File: src/rtl/fp_div_sched_pkg.sv
// Shared types for the FP divide/sqrt scheduler: FSM state encoding and request queue entry.
package fp_div_sched_pkg;

   localparam int MAX_W   = 64;
   localparam int MAX_PTR = 8;

   typedef enum logic [1:0] {
      IDLE,
      WAIT_RES,
      WAIT_DRAIN
   } sched_state_t;

   // Fields are sized for the widest configuration; unused upper bits stay zero and are trimmed.
   typedef struct packed {
      logic [MAX_W-1:0]   a;
      logic [MAX_W-1:0]   b;
      logic               sqrt;
      logic [MAX_PTR-1:0] rob_ptr;
      logic [MAX_PTR-1:0] dst_ptr;
   } q_entry_t;

endpackage

File: src/rtl/fp_div_req_q.sv
// In-order request FIFO of depth 2**LG_Q; the extra pointer bit separates full from empty.
module fp_div_req_q
   import fp_div_sched_pkg::*;
#(
   parameter int LG_Q = 2
) (
   input  logic     clk,
   input  logic     reset,
   input  logic     i_flush,
   input  logic     i_push,
   input  q_entry_t i_entry,
   input  logic     i_pop,
   output q_entry_t o_head,
   output logic     o_full,
   output logic     o_empty
);

   localparam int DEPTH = 2 ** LG_Q;

   logic [LG_Q:0] r_wr_ptr;
   logic [LG_Q:0] r_rd_ptr;
   q_entry_t      r_mem [DEPTH];
   logic          w_do_push;
   logic          w_do_pop;

   assign o_empty   = (r_wr_ptr == r_rd_ptr);
   assign o_full    = (r_wr_ptr[LG_Q] != r_rd_ptr[LG_Q]) &&
                      (r_wr_ptr[LG_Q-1:0] == r_rd_ptr[LG_Q-1:0]);
   assign w_do_push = i_push && !o_full;
   assign w_do_pop  = i_pop && !o_empty;
   assign o_head    = r_mem[r_rd_ptr[LG_Q-1:0]];

   always_ff @(posedge clk) begin
      if (reset || i_flush) begin
         r_wr_ptr <= '0;
         r_rd_ptr <= '0;
      end else begin
         if (w_do_push) r_wr_ptr <= r_wr_ptr + 1'b1;
         if (w_do_pop)  r_rd_ptr <= r_rd_ptr + 1'b1;
      end
   end

   // Storage needs no reset: an entry is only read after it has been written.
   always_ff @(posedge clk) begin
      if (w_do_push) r_mem[r_wr_ptr[LG_Q-1:0]] <= i_entry;
   end

endmodule

File: src/rtl/fp_div_sched.sv
// Issue scheduler for a single non-pipelined FP divide/sqrt unit with a 1-entry result buffer.
// Optional macro FP_DIV_SCHED_BYPASS_EN: launch a request straight to an idle divider when the queue is empty.
module fp_div_sched
   import fp_div_sched_pkg::*;
#(
   parameter int W            = 32,
   parameter int LG_ROB_WIDTH = 1,
   parameter int LG_PRF_WIDTH = 1,
   parameter int LG_Q         = 2
) (
   input  logic                    clk,
   input  logic                    reset,
   input  logic                    i_req_valid,
   output logic                    o_req_ready,
   input  logic [W-1:0]            i_req_a,
   input  logic [W-1:0]            i_req_b,
   input  logic                    i_req_sqrt,
   input  logic [LG_ROB_WIDTH-1:0] i_req_rob_ptr,
   input  logic [LG_PRF_WIDTH-1:0] i_req_dst_ptr,
   input  logic                    i_flush,
   output logic                    o_div_start,
   output logic [W-1:0]            o_div_a,
   output logic [W-1:0]            o_div_b,
   output logic                    o_div_is_sqrt,
   output logic [LG_ROB_WIDTH-1:0] o_div_rob_ptr,
   output logic [LG_PRF_WIDTH-1:0] o_div_dst_ptr,
   input  logic                    i_div_active,
   input  logic                    i_div_valid,
   input  logic [W-1:0]            i_div_y,
   input  logic [LG_ROB_WIDTH-1:0] i_div_rob_ptr_out,
   input  logic [LG_PRF_WIDTH-1:0] i_div_dst_ptr_out,
   output logic                    o_res_valid,
   input  logic                    i_res_ready,
   output logic [W-1:0]            o_res_y,
   output logic [LG_ROB_WIDTH-1:0] o_res_rob_ptr,
   output logic [LG_PRF_WIDTH-1:0] o_res_dst_ptr,
   output logic                    o_busy
);

   sched_state_t            r_state;
   logic                    r_kill;
   logic                    r_res_valid;
   logic [W-1:0]            r_res_y;
   logic [LG_ROB_WIDTH-1:0] r_res_rob_ptr;
   logic [LG_PRF_WIDTH-1:0] r_res_dst_ptr;

   q_entry_t                w_enq;
   q_entry_t                w_head;
   logic [$bits(q_entry_t)-1:0] w_unused_head;
   logic                    w_full;
   logic                    w_empty;
   logic                    w_push;
   logic                    w_can_start;
   logic                    w_q_start;
   logic                    w_bypass;

   fp_div_req_q #(.LG_Q(LG_Q)) u_req_q (
      .clk     (clk),
      .reset   (reset),
      .i_flush (i_flush),
      .i_push  (w_push),
      .i_entry (w_enq),
      .i_pop   (w_q_start),
      .o_head  (w_head),
      .o_full  (w_full),
      .o_empty (w_empty)
   );

   assign w_unused_head = w_head;

   // Launch is combinational so a queued op starts the cycle after it was accepted.
   always_comb begin
      w_enq                              = '0;
      w_enq.a[W-1:0]                     = i_req_a;
      w_enq.b[W-1:0]                     = i_req_b;
      w_enq.sqrt                         = i_req_sqrt;
      w_enq.rob_ptr[LG_ROB_WIDTH-1:0]    = i_req_rob_ptr;
      w_enq.dst_ptr[LG_PRF_WIDTH-1:0]    = i_req_dst_ptr;

      w_can_start = (r_state == IDLE) && !r_res_valid && !i_div_active && !i_flush;
      w_q_start   = w_can_start && !w_empty;
`ifdef FP_DIV_SCHED_BYPASS_EN
      w_bypass    = w_can_start && w_empty && i_req_valid;
`else
      w_bypass    = 1'b0;
`endif
      o_req_ready = !w_full && !i_flush;
      w_push      = i_req_valid && o_req_ready && !w_bypass;
      o_div_start = w_q_start || w_bypass;

      o_div_a       = '0;
      o_div_b       = '0;
      o_div_is_sqrt = 1'b0;
      o_div_rob_ptr = '0;
      o_div_dst_ptr = '0;
      if (w_bypass) begin
         o_div_a       = i_req_a;
         o_div_b       = i_req_b;
         o_div_is_sqrt = i_req_sqrt;
         o_div_rob_ptr = i_req_rob_ptr;
         o_div_dst_ptr = i_req_dst_ptr;
      end else if (w_q_start) begin
         o_div_a       = w_head.a[W-1:0];
         o_div_b       = w_head.b[W-1:0];
         o_div_is_sqrt = w_head.sqrt;
         o_div_rob_ptr = w_head.rob_ptr[LG_ROB_WIDTH-1:0];
         o_div_dst_ptr = w_head.dst_ptr[LG_PRF_WIDTH-1:0];
      end
   end

   // A killed op still walks WAIT_RES -> WAIT_DRAIN -> IDLE because the divider cannot be aborted.
   always_ff @(posedge clk) begin
      if (reset) begin
         r_state       <= IDLE;
         r_kill        <= 1'b0;
         r_res_valid   <= 1'b0;
         r_res_y       <= '0;
         r_res_rob_ptr <= '0;
         r_res_dst_ptr <= '0;
      end else begin
         if (r_res_valid && i_res_ready) r_res_valid <= 1'b0;
         case (r_state)
            IDLE: begin
               if (o_div_start) r_state <= WAIT_RES;
            end
            WAIT_RES: begin
               if (i_flush) r_kill <= 1'b1;
               if (i_div_valid) begin
                  r_state <= WAIT_DRAIN;
                  r_kill  <= 1'b0;
                  if (!r_kill && !i_flush) begin
                     r_res_valid   <= 1'b1;
                     r_res_y       <= i_div_y;
                     r_res_rob_ptr <= i_div_rob_ptr_out;
                     r_res_dst_ptr <= i_div_dst_ptr_out;
                  end
               end
            end
            WAIT_DRAIN: begin
               if (!i_div_active) r_state <= IDLE;
            end
            default: r_state <= IDLE;
         endcase
         if (i_flush) r_res_valid <= 1'b0;
      end
   end

   assign o_res_valid   = r_res_valid;
   assign o_res_y       = r_res_y;
   assign o_res_rob_ptr = r_res_rob_ptr;
   assign o_res_dst_ptr = r_res_dst_ptr;
   assign o_busy        = !w_empty || (r_state != IDLE) || r_res_valid || o_div_start;

endmodule

File: config.mk
export PLATFORM = sky130hd
export DESIGN_NAME = fp_div_sched
export DESIGN_NICKNAME = d
export VERILOG_FILES = /design/src/rtl/fp_div_sched_pkg.sv /design/src/rtl/fp_div_req_q.sv /design/src/rtl/fp_div_sched.sv
export SDC_FILE = /design/constraint.sdc
export NUM_CORES = 1
export LEC_CHECK = 0
export CAP_MARGIN = 20
export CORE_ASPECT_RATIO = 1.4
export CORE_MARGIN = 2
export CORE_UTILIZATION = 47
export CTS_CLUSTER_SIZE = 12
export DETAILED_ROUTE_END_ITERATION = 8
export PLACE_DENSITY = 0.76
export SLEW_MARGIN = 15
export SYNTH_ARGS = -nofsm -noshare
export SYNTH_HDL_FRONTEND = slang
export SYNTH_SLANG_ARGS = --single-unit
File: constraint.sdc
create_clock -name clk -period 7.45 [get_ports clk]
set_input_delay 1.1175 -clock clk [delete_from_list [all_inputs] [get_ports clk]]
set_output_delay 1.1175 -clock clk [all_outputs]
set_load 0.02 [all_outputs]
==> flow_metrics.py, run 1 <==
metrics = {
    "drt": {
        "drt-pass1-iter-count": 4,
        "vias_per_cell": 5.26,
        "drt-total-wl_um": 23400,
        "dr.first_iter.drc_count": 305,
        "drtAntennaViolNets": 0,
        "drt_drc_violations_left": 0,
        "via_count": 6322,
        "avgRoutedWirePerCell_um": 19.5,
    },
    "power_and_ir_drop": {
        "seq_power_share_pct": 55.2,
        "leakage_nw": 4.76,
        "switchingPower_w": 0.000671,
        "power_w": 0.00351,
        "switching_share_pct": 19.1,
        "max-vdd-ir-drop_mv": 0.229,
        "clock_network_fraction_of_total_power_pct": 40.0,
        "p_per_area_nw_per_um2": 230,
        "cell_internal_pwr_w": 0.00284,
        "p_comb_share_pct": 4.7,
    },
    "clock_network": {
        "numCtsBuffers": 30,
        "post_cts_resized": 0,
        "clock_tree_sinks": 314,
        "ctsHoldBuffers": 0,
        "cts_root_buf": "sky130_fd_sc_hd__clkbuf_16",
        "cts_post_setup_buffers_inserted": 0,
        "htree_levels": 1,
        "clk_transition_reported_paths_ns": 0.06,
        "cts_tree": "done",
        "clock_tree.buffer_depth": 3,
        "worstSkewPairLatency_ns": 0.54,
    },
    "timing": {
        "timing.final.max_slew_violations": 0,
        "worst_pin_slew_ns": 1.08,
        "finalWorstSetupSlack_ns": 2.92,
        "setup_tns_ns": 0,
        "relSlewSlack_pct": 27.7,
        "period_needed_ns": 4.53,
        "final.period_utilization_pct": 60.8,
        "grt_setup_unrepaired": "false",
        "worst_clock_skew_ns": 0.0187,
        "hold_viol": 0,
        "max_freq_mhz": 221,
        "setup_viol": 0,
    },
    "floorplan": {
        "ioPinCount": 213,
        "floorplan.core_area_sq_um": 25200,
        "initial_standard_cell_utilization_of_the_core_pct": 47.3,
        "die_width_um": 139,
        "die_y_um": 192,
        "design.die.area_sq_um": 26700,
        "rows": 69,
    },
    "yosys": {
        "syn_nets": 755,
        "synthMostInstantiatedCell": "sky130_fd_sc_hd__edfxtp_1",
        "seq_area_frac_synth_pct": 75.2,
        "syn_avg_cell_area_sq_um": 18.6,
        "synthesis.instances": 642,
        "ys_ff_latch": 314,
        "ys_dominant_reg_cell": "sky130_fd_sc_hd__edfxtp_1",
        "netlist_top_cells_count": "sky130_fd_sc_hd__edfxtp_1 (268), sky130_fd_sc_hd__nand2_1 (71), sky130_fd_sc_hd__nor2b_1 (68)",
        "synth_top_area_share_pct": 67.5,
        "cell_type_contributing_the_most_total_cell_area_after_synthesis": "sky130_fd_sc_hd__edfxtp_1",
        "synth_edf_count": 268,
        "ys_types": 31,
        "yosys_warnings": 0,
        "async_s_r_ff_share_synth_pct": 0,
        "post_synth_main_area_contributors": "sky130_fd_sc_hd__edfxtp_1 (67%), sky130_fd_sc_hd__mux4_2 (13%), sky130_fd_sc_hd__dfxtp_1 (7.7%)",
        "mappedNetlistArea_sq_um": 11900,
    },
    "cells_and_area": {
        "finish.net_count": 972,
        "flow.area_growth_from_synthesis_pct": 28.2,
        "antenna_cell_count": 0,
        "drive_gt1_share_pct": 14.4,
    },
    "grt": {
        "overflow": 0,
        "grt_pass1_vias": 6552,
        "number_of_antenna_violations_at_the_first_check_in_global_routing": 0,
        "first_pass_grt_wire_length_um": 35900,
        "grt_util_all_layers_pct": 17.2,
        "grt_start_max_net_pins": 68,
    },
    "worst_setup_path": {
        "worst_ep_required_time_ns": 6.33,
        "endpoint_of_the_most_critical_setup_path": "o_div_b[19]",
        "setup.worst_path.class": "flop to output port",
        "crit_path_cells": "buf_4, mux4_2, nor2b_1, clkdlybuf4s50_1",
        "worst_path_largest_cell_delay_ns": 0.87,
        "regToRegSetupSlack_ns": 5.04,
        "reg2reg_from": "u_req_q.r_wr_ptr[1]$_SDFFE_PP0P_",
        "cp-start-kind": "flop",
        "worst-endpoint-arrival_ns": 3.41,
        "worst_r2r_path_depth": 4,
        "slowest_stage": "sky130_fd_sc_hd__dfxtp_4",
        "crit-reg2reg-capture": "u_req_q.r_mem[2][55]$_DFFE_PP_",
        "critPathMaxFanout": 40,
        "worstSetupEndpointType": "output port",
    },
    "status": {
        "result_of_the_run": "complete, no violations",
    },
    "hold_path": {
        "hp-class": "flop to flop",
    },
    "placement": {
        "gpl.final_weighted_congestion": 0.728,
        "hpwlAfterDp_um": 13900,
        "port_buffer_cells": 212,
        "dp_worst_setup_slack_ns": 3.07,
    },
    "flow_run": {
        "maximum_capacitance_violations": 0,
    },
}
## worst min path at each step
stage / start / end / cells past startpoint
2_1_floorplan: u_req_q.r_wr_ptr[2]$_SDFFE_PP0P_ / u_req_q.r_wr_ptr[2]$_SDFFE_PP0P_ / 2
6_report: o_res_y[20]$_SDFFE_PP0P_ / o_res_y[20]$_SDFFE_PP0P_ / 2
3_3_place_gp: o_res_y[1]$_SDFFE_PP0P_ / o_res_y[1]$_SDFFE_PP0P_ / 2
5_1_grt: o_res_y[4]$_SDFFE_PP0P_ / o_res_y[4]$_SDFFE_PP0P_ / 2
3_5_place_dp: o_res_y[27]$_SDFFE_PP0P_ / o_res_y[27]$_SDFFE_PP0P_ / 2
4_1_cts: o_res_y[27]$_SDFFE_PP0P_ / o_res_y[27]$_SDFFE_PP0P_ / 2
## critical path, delay by kind of cell, from the launching register on
| kind | cells | cell delay [ns] |
|---|---|---|
| buffers and inverters | 2 | 1.23 |
| DFF | 1 | 0.87 |
| muxes | 1 | 0.60 |
| and+or+nand+nor | 1 | 0.16 |
## power by group through the flow
stage	Clock, W	Combinational (W)	Sequential, W
2_1_floorplan	0	0.0000633	0.00198
3_3_place_gp	0	0.000162	0.00198
3_5_place_dp	0	0.000165	0.00198
4_1_cts	0.00145	0.000166	0.00194
5_1_grt	0.00152	0.000177	0.00194
6_report	0.00141	0.000165	0.00194
## routing by layer
| metal | GRT usage, % | part of all wire, % | up-vias |
|---|---|---|---|
| met5 | 0 | 0 | - |
| met1 | 20.6 | 39 | 3176 |
| li1 | - | - | 2898 |
| met2 | 32.0 | 54 | 212 |
| met4 | 4.62 | 1.8 | 0 |
| met3 | 3.37 | 5.9 | 36 |
## state kept, by name, indices dropped and copies added, names as in the netlist, 2 cells and up, named ones only
| register | count |
|---|---|
| u_req_q.r_mem | 268 |
| o_res_y | 32 |
| u_req_q.r_rd_ptr | 3 |
| u_req_q.r_wr_ptr | 3 |
| r_state | 2 |
## cell families after synthesis
kind of cell	Yosys count	synth area share [%]
xor+xnor	6	0.566
flops	314	75.2
simple gates	163	7.02
mux	69	12.8
buf+inv	40	1.66
fa+ha+maj	5	0.524
compound gates	45	2.22
## layout make-up
| class | count | area, sq um |
|---|---|---|
| fillers | 1872 | 9920 |
| flip-flops and latches | 314 | 8980 |
| multi-input cells | 288 | 2770 |
| repair buffers | 220 | 2210 |
| clock buffers | 56 | 915 |
| well taps | 319 | 399 |
| inverters | 5 | 18.8 |
## through the flow
step / cells / util [%] / cell area, sq um / hold WS [ns]
after CTS: 1200 / 60.5 / 15200 / 0.455
after detailed placement: 1144 / 56.9 / 14300 / 0.447
after global routing: 1202 / 60.7 / 15300 / 0.463
after floorplan: 642 / - / 11900 / 0.494
after global placement: 1144 / 56.9 / 14300 / 0.441
final: 1202 / 60.7 / 15300 / 0.452
## placed cells by master, fill, tap and decap left out, types with 10 or more instances in the layout
master / count
sky130_fd_sc_hd__a21oi_1: 40
sky130_fd_sc_hd__clkbuf_1: 18
sky130_fd_sc_hd__clkbuf_16: 31
sky130_fd_sc_hd__clkdlybuf4s50_1: 212
sky130_fd_sc_hd__dfxtp_1: 44
sky130_fd_sc_hd__edfxtp_1: 268
sky130_fd_sc_hd__mux4_2: 67
sky130_fd_sc_hd__nand2_1: 71
sky130_fd_sc_hd__nor2_1: 10
sky130_fd_sc_hd__nor2b_1: 68
No activity file was read; power rests on OpenSTA's default activity.
==> inputs of run 2 (changes only) <==
Settings changed: PLACE_DENSITY 0.76 to 0.78.
Clock period 7.45 ns to 3.8 ns, I/O delays scaled along.
==> run 2 against run 1 <==
  * Sequential power rose by 96%
  * Clock skew fell by 0.0096 ns
  * Final area rose by 0.72%
  * Die area did not move
  * Critical path type unchanged
  * Combinational power rose by 99%
  * Setup slack got worse by 2.4 ns
  * Wire length fell by 2.0%
  * Sequential share of layout area fell by 0.42 points
==> flow_metrics.py, run 2 (synthesis gave the netlist of run 1 again) <==
metrics = {
    "timing": {
        "grt_setup_unrepaired": "false",
        "timing.final.max_slew_violations": 0,
        "period_needed_ns": 3.31,
        "post_route_worst_hold_slack_ns": 0.454,
        "hold_viol": 0,
        "final.period_utilization_pct": 87.2,
        "setup_viol": 0,
        "max_freq_mhz": 302,
        "relSlewSlack_pct": 57.6,
        "setup_tns_ns": 0,
        "finalWorstSetupSlack_ns": 0.487,
        "worst_pin_slew_ns": 0.635,
        "worst_clock_skew_ns": 0.00909,
    },
    "cells_and_area": {
        "finish.net_count": 979,
        "num-fill-cells": 1857,
        "drive_gt1_share_pct": 14.9,
        "multi_input_area_sq_um": 2780,
        "final-seq-area_sq_um": 8980,
        "max_ffs_per_register": 268,
        "mostFrequentLayoutCells": "sky130_fd_sc_hd__edfxtp_1 (268), sky130_fd_sc_hd__clkdlybuf4s50_1 (212), sky130_fd_sc_hd__nand2_1 (71)",
        "most_common_cell_after_layout_fill_and_taps_aside": "sky130_fd_sc_hd__edfxtp_1",
        "flow.area_growth_from_synthesis_pct": 29.1,
        "antenna_cell_count": 0,
    },
    "power_and_ir_drop": {
        "clock_network_fraction_of_total_power_pct": 39.7,
        "switchingPower_w": 0.00128,
        "leakage_nw": 4.81,
        "cell_internal_pwr_w": 0.00557,
        "seq_power_share_pct": 55.5,
        "p_comb_share_pct": 4.8,
        "max-vdd-ir-drop_mv": 0.398,
        "switching_share_pct": 18.7,
        "p_per_area_nw_per_um2": 445,
    },
    "worst_setup_path": {
        "cp-start-kind": "flop",
        "worstSetupEndpointType": "output port",
        "regToRegSetupSlack_ns": 1.54,
        "worst-endpoint-arrival_ns": 2.74,
        "reg2reg_from": "u_req_q.r_wr_ptr[1]$_SDFFE_PP0P_",
        "worst_ep_required_time_ns": 3.23,
        "setup.worst_path.class": "flop to output port",
        "worst_r2r_path_depth": 5,
        "crit-reg2reg-capture": "u_req_q.r_mem[1][18]$_DFFE_PP_",
        "critPathMaxFanout": 25,
    },
    "grt": {
        "grtUsageMet2_pct": 30.3,
        "overflow": 0,
        "grt_use_met3_pct": 3.28,
        "first_pass_grt_wire_length_um": 35000,
        "busiest_layer_in_global_routing": "met2",
        "grt_start_max_net_pins": 68,
        "groute.layer.met1.usage_pct": 20.9,
        "grt_util_all_layers_pct": 16.7,
        "number_of_antenna_violations_at_the_first_check_in_global_routing": 0,
        "grt_pass1_vias": 6436,
    },
    "placement": {
        "port_buffer_cells": 212,
        "gpl.final_weighted_congestion": 0.775,
        "dp_worst_setup_slack_ns": 0.432,
        "hpwlAfterDp_um": 14200,
    },
    "clock_network": {
        "cts_tree": "done",
        "cts_post_setup_buffers_inserted": 0,
        "worstSkewPairLatency_ns": 0.53,
        "ctsHoldBuffers": 0,
        "numCtsBuffers": 31,
        "htree_levels": 1,
        "clock_tree.buffer_depth": 3,
        "clock_tree_sinks": 314,
        "cts_root_buf": "sky130_fd_sc_hd__clkbuf_16",
        "clk_transition_reported_paths_ns": 0.06,
        "post_cts_resized": 0,
    },
    "flow_run": {
        "maximum_capacitance_violations": 0,
    },
    "floorplan": {
        "rows": 69,
        "initial_standard_cell_utilization_of_the_core_pct": 47.3,
        "die_width_um": 139,
        "ioPinCount": 213,
        "design.die.area_sq_um": 26700,
        "floorplan.core_area_sq_um": 25200,
        "die_y_um": 192,
    },
    "hold_path": {
        "timing.hold.worst_endpoint": "o_res_y[17]$_SDFFE_PP0P_",
        "hp-class": "flop to flop",
        "hold_start": "o_res_y[17]$_SDFFE_PP0P_",
        "hold-path-cell-count": 2,
    },
    "drt": {
        "drtAntennaViolNets": 0,
        "via_count": 6245,
        "vias_per_cell": 5.19,
        "drt_drc_violations_left": 0,
        "drt-total-wl_um": 23000,
        "drt-pass1-iter-count": 4,
        "dr.first_iter.drc_count": 299,
        "avgRoutedWirePerCell_um": 19.1,
    },
    "status": {
        "result_of_the_run": "complete, no violations",
    },
}
run 2: changes by cell type in the layout (fill, tap and decap cells not counted), sizes merged:
cell and delta:
buf +6, bufinv +1, clkbuf -9, clkinv +3
run 2: cell type report:
cell class              count  area share, %
inverters                   5          0.122
clock inverters             4          0.284
multi-input cells         288           18.1
well taps                 319           2.59
flip-flops and latches    314           58.3
repair buffers            226           15.1
clock buffers              47           5.56
run 2: critical path, cell delays in order, from the launching register on:
cell	delay, ns
sky130_fd_sc_hd__dfxtp_4	0.64
sky130_fd_sc_hd__buf_12	0.30
sky130_fd_sc_hd__mux4_2	0.58
sky130_fd_sc_hd__nor2b_1	0.15
sky130_fd_sc_hd__clkdlybuf4s50_1	0.55
run 2: power by group through the flow:
stage | clock network, W | logic (W) | registers [W]
finish | 0.00272 | 0.000328 | 0.00381
global route | 0.00293 | 0.000351 | 0.00381
floorplan | 0 | 0.000125 | 0.00388
detailed placement | 0 | 0.000330 | 0.00388
CTS | 0.00281 | 0.000333 | 0.00381
global placement | 0 | 0.000326 | 0.00388
run 2: how the worst max path moves through the flow:
stage,cells after the start,end,startpoint
3_5_place_dp,6,o_div_dst_ptr,i_flush
4_1_cts,4,o_div_dst_ptr,flop
2_1_floorplan,4,u_req_q.r_mem[0][0]$_DFFE_PP_,u_req_q.r_wr_ptr[1]$_SDFFE_PP0P_
5_1_grt,4,o_div_a[1],flop
3_3_place_gp,6,o_div_dst_ptr,i_flush
6_report,4,o_div_a[1],flop
run 2: stage by stage:
step           area [sq um]  power, W  std cells  util (%)
2_1_floorplan         11900   0.00400        642         -
6_report              15400   0.00686       1203      61.1
3_5_place_dp          14500   0.00421       1152      57.5
4_1_cts               15400   0.00694       1203      61.1
5_1_grt               15400   0.00709       1203      61.1
3_3_place_gp          14500   0.00420       1152      57.5
run 2: per-layer routing:
layer,wire (um),vias up,share of wire (%)
met5,0,-,0
met2,12000,195,52
met3,1370,23,6.0
met1,9270,3123,40
met4,371,0,1.6
li1,-,2904,-
==> inputs of run 3 (changes only) <==
Settings changed: PLACE_DENSITY 0.78 to 0.73, SYNTH_HIERARCHICAL set to 1.
==> run 3 against run 2 <==
  * Flip-flop and latch count unchanged
  * Total power down 2.2%
  * Global-route usage up 0.62 points
  * Critical path type unchanged
  * Largest power group unchanged
==> flow_metrics.py, run 3 <==
metrics = {
    "worst_setup_path": {
        "critPathMaxFanout": 76,
        "worst-endpoint-arrival_ns": 3.01,
        "worstSetupEndpointType": "output port",
        "setup.worst_path.class": "flop to output port",
        "worst_ep_required_time_ns": 3.23,
        "cp-start-kind": "flop",
    },
    "drt": {
        "drt_drc_violations_left": 0,
        "via_count": 6549,
        "drt-total-wl_um": 24600,
        "dr.first_iter.drc_count": 396,
        "drtAntennaViolNets": 0,
        "vias_per_cell": 5.34,
        "avgRoutedWirePerCell_um": 20.0,
        "drt-pass1-iter-count": 6,
    },
    "timing": {
        "relSlewSlack_pct": 38.8,
        "max_freq_mhz": 279,
        "timing.final.max_slew_violations": 0,
        "hold_viol": 0,
        "worst_pin_slew_ns": 0.916,
        "grt_setup_unrepaired": "false",
        "final.period_utilization_pct": 94.3,
        "post_route_worst_hold_slack_ns": 0.469,
        "setup_tns_ns": 0,
        "period_needed_ns": 3.58,
        "setup_viol": 0,
        "worst_clock_skew_ns": 0.00998,
    },
    "power_and_ir_drop": {
        "p_per_area_nw_per_um2": 424,
        "switching_share_pct": 19.2,
        "power_w": 0.00671,
        "p_comb_share_pct": 4.6,
        "leakage_nw": 5.02,
        "switchingPower_w": 0.00129,
        "seq_power_share_pct": 56.6,
        "clock_network_fraction_of_total_power_pct": 38.8,
        "cell_internal_pwr_w": 0.00542,
        "max-vdd-ir-drop_mv": 0.321,
    },
    "grt": {
        "overflow": 0,
        "number_of_antenna_violations_at_the_first_check_in_global_routing": 1,
        "grt_util_all_layers_pct": 17.3,
        "grt_start_max_net_pins": 77,
        "grt_pass1_vias": 6720,
        "first_pass_grt_wire_length_um": 37200,
    },
    "cells_and_area": {
        "flow.area_growth_from_synthesis_pct": 27.4,
        "most_common_cell_after_layout_fill_and_taps_aside": "sky130_fd_sc_hd__edfxtp_1",
        "finish.net_count": 1002,
        "drive_gt1_share_pct": 14.4,
        "mostFrequentLayoutCells": "sky130_fd_sc_hd__edfxtp_1 (268), sky130_fd_sc_hd__clkdlybuf4s50_1 (212), sky130_fd_sc_hd__nand2b_1 (70)",
        "max_ffs_per_register": 268,
    },
    "placement": {
        "gpl.final_weighted_congestion": 0.753,
        "hpwlAfterDp_um": 15200,
        "port_buffer_cells": 212,
    },
    "floorplan": {
        "die_y_um": 196,
        "floorplan.core_area_sq_um": 26100,
        "die_width_um": 141,
        "ioPinCount": 213,
        "design.die.area_sq_um": 27800,
        "initial_standard_cell_utilization_of_the_core_pct": 47.6,
        "rows": 70,
    },
    "status": {
        "result_of_the_run": "complete, no violations",
    },
    "clock_network": {
        "clock_tree.buffer_depth": 3,
        "htree_levels": 1,
        "worstSkewPairLatency_ns": 0.55,
        "cts_root_buf": "sky130_fd_sc_hd__clkbuf_16",
        "cts_post_setup_buffers_inserted": 0,
        "numCtsBuffers": 31,
        "clock_tree_sinks": 314,
        "clk_transition_reported_paths_ns": 0.06,
        "ctsHoldBuffers": 0,
        "cts_tree": "done",
    },
    "hold_path": {
        "hp-class": "flop to flop",
    },
    "yosys": {
        "syn_avg_cell_area_sq_um": 18.5,
        "synthesis.instances": 670,
        "yosys_warnings": 6,
        "mappedNetlistArea_sq_um": 12400,
        "syn_nets": 783,
    },
    "flow_run": {
        "maximum_capacitance_violations": 0,
    },
}
==> run 3: changes by cell type in the layout (fill, tap and decap cells not counted), sizes merged, moves of 11 or more <==
cell	change
nand2b	+68
nor2b	-66
a21oi	-35
and2	+68
mux2i	+32
nand2	-64
clkbuf	-11
==> run 3: worst max-delay path: stages (launching register included) <==
cell,delay (ns)
sky130_fd_sc_hd__dfxtp_1,0.52
sky130_fd_sc_hd__xnor2_2,0.20
sky130_fd_sc_hd__nand2_1,0.20
sky130_fd_sc_hd__nor2_1,0.13
sky130_fd_sc_hd__nor4b_4,0.28
sky130_fd_sc_hd__buf_12,0.30
sky130_fd_sc_hd__and2_1,0.18
sky130_fd_sc_hd__clkdlybuf4s50_1,0.61
==> run 3: stage by stage <==
stage	setup slack (ns)	util, %	std cells	area, sq um
3_5_place_dp	0.610	57.4	1180	15000
4_1_cts	0.113	60.6	1225	15800
2_1_floorplan	0.139	-	670	12400
6_report	0.218	60.7	1226	15800
3_3_place_gp	0.629	57.4	1180	15000
5_1_grt	0.0461	60.7	1226	15800
==> run 3: area by class of cell <==
type                    instances  area [sq um]
well taps                     324           405
fillers                      1940         10300
inverters                       3          11.3
clock inverters                 9          40.0
multi-input cells             311          3260
diodes                          1          2.50
clock buffers                  36           795
flip-flops and latches        314          8980
repair buffers                228          2340
==> run 3: worst paths after layout <==
path | from | to | slack, ns | cells after the start
worst min-delay path | o_res_y[2]$_SDFFE_PP0P_ | o_res_y[2]$_SDFFE_PP0P_ | 0.47 | 2
worst min register to register | o_res_y[2]$_SDFFE_PP0P_ | o_res_y[2]$_SDFFE_PP0P_ | 0.47 | 2
worst max-delay path | u_req_q/r_wr_ptr[0]$_SDFFE_PP0P_ | o_div_b[0] | 0.22 | 7
worst max register to register | u_req_q/r_wr_ptr[0]$_SDFFE_PP0P_ | u_req_q/r_mem[3][94]$_DFFE_PP_ | 1.12 | 8
==> run 3: repair_timing <==
item | in CTS | in global routing
setup endpoints to repair | 13 | 67
gates resized for setup | 1 | 1
pin swaps | 0 | 0
==> run 3: power groups by stage <==
| stage | Combinational, W | Sequential (W) | Clock (W) |
|---|---|---|---|
| 2_1_floorplan | 0.000107 | 0.00387 | 0 |
| 3_3_place_gp | 0.000304 | 0.00387 | 0 |
| 3_5_place_dp | 0.000309 | 0.00387 | 0 |
| 4_1_cts | 0.000311 | 0.00380 | 0.00268 |
| 5_1_grt | 0.000329 | 0.00380 | 0.00281 |
| 6_report | 0.000306 | 0.00380 | 0.00260 |
==> run 3: layer usage <==
metal / global-route usage (%) / share of wire (%)
met1: 20.7 / 39
met3: 3.52 / 5.9
met5: 0 / 0
met2: 31.8 / 52
met4: 4.96 / 2.3
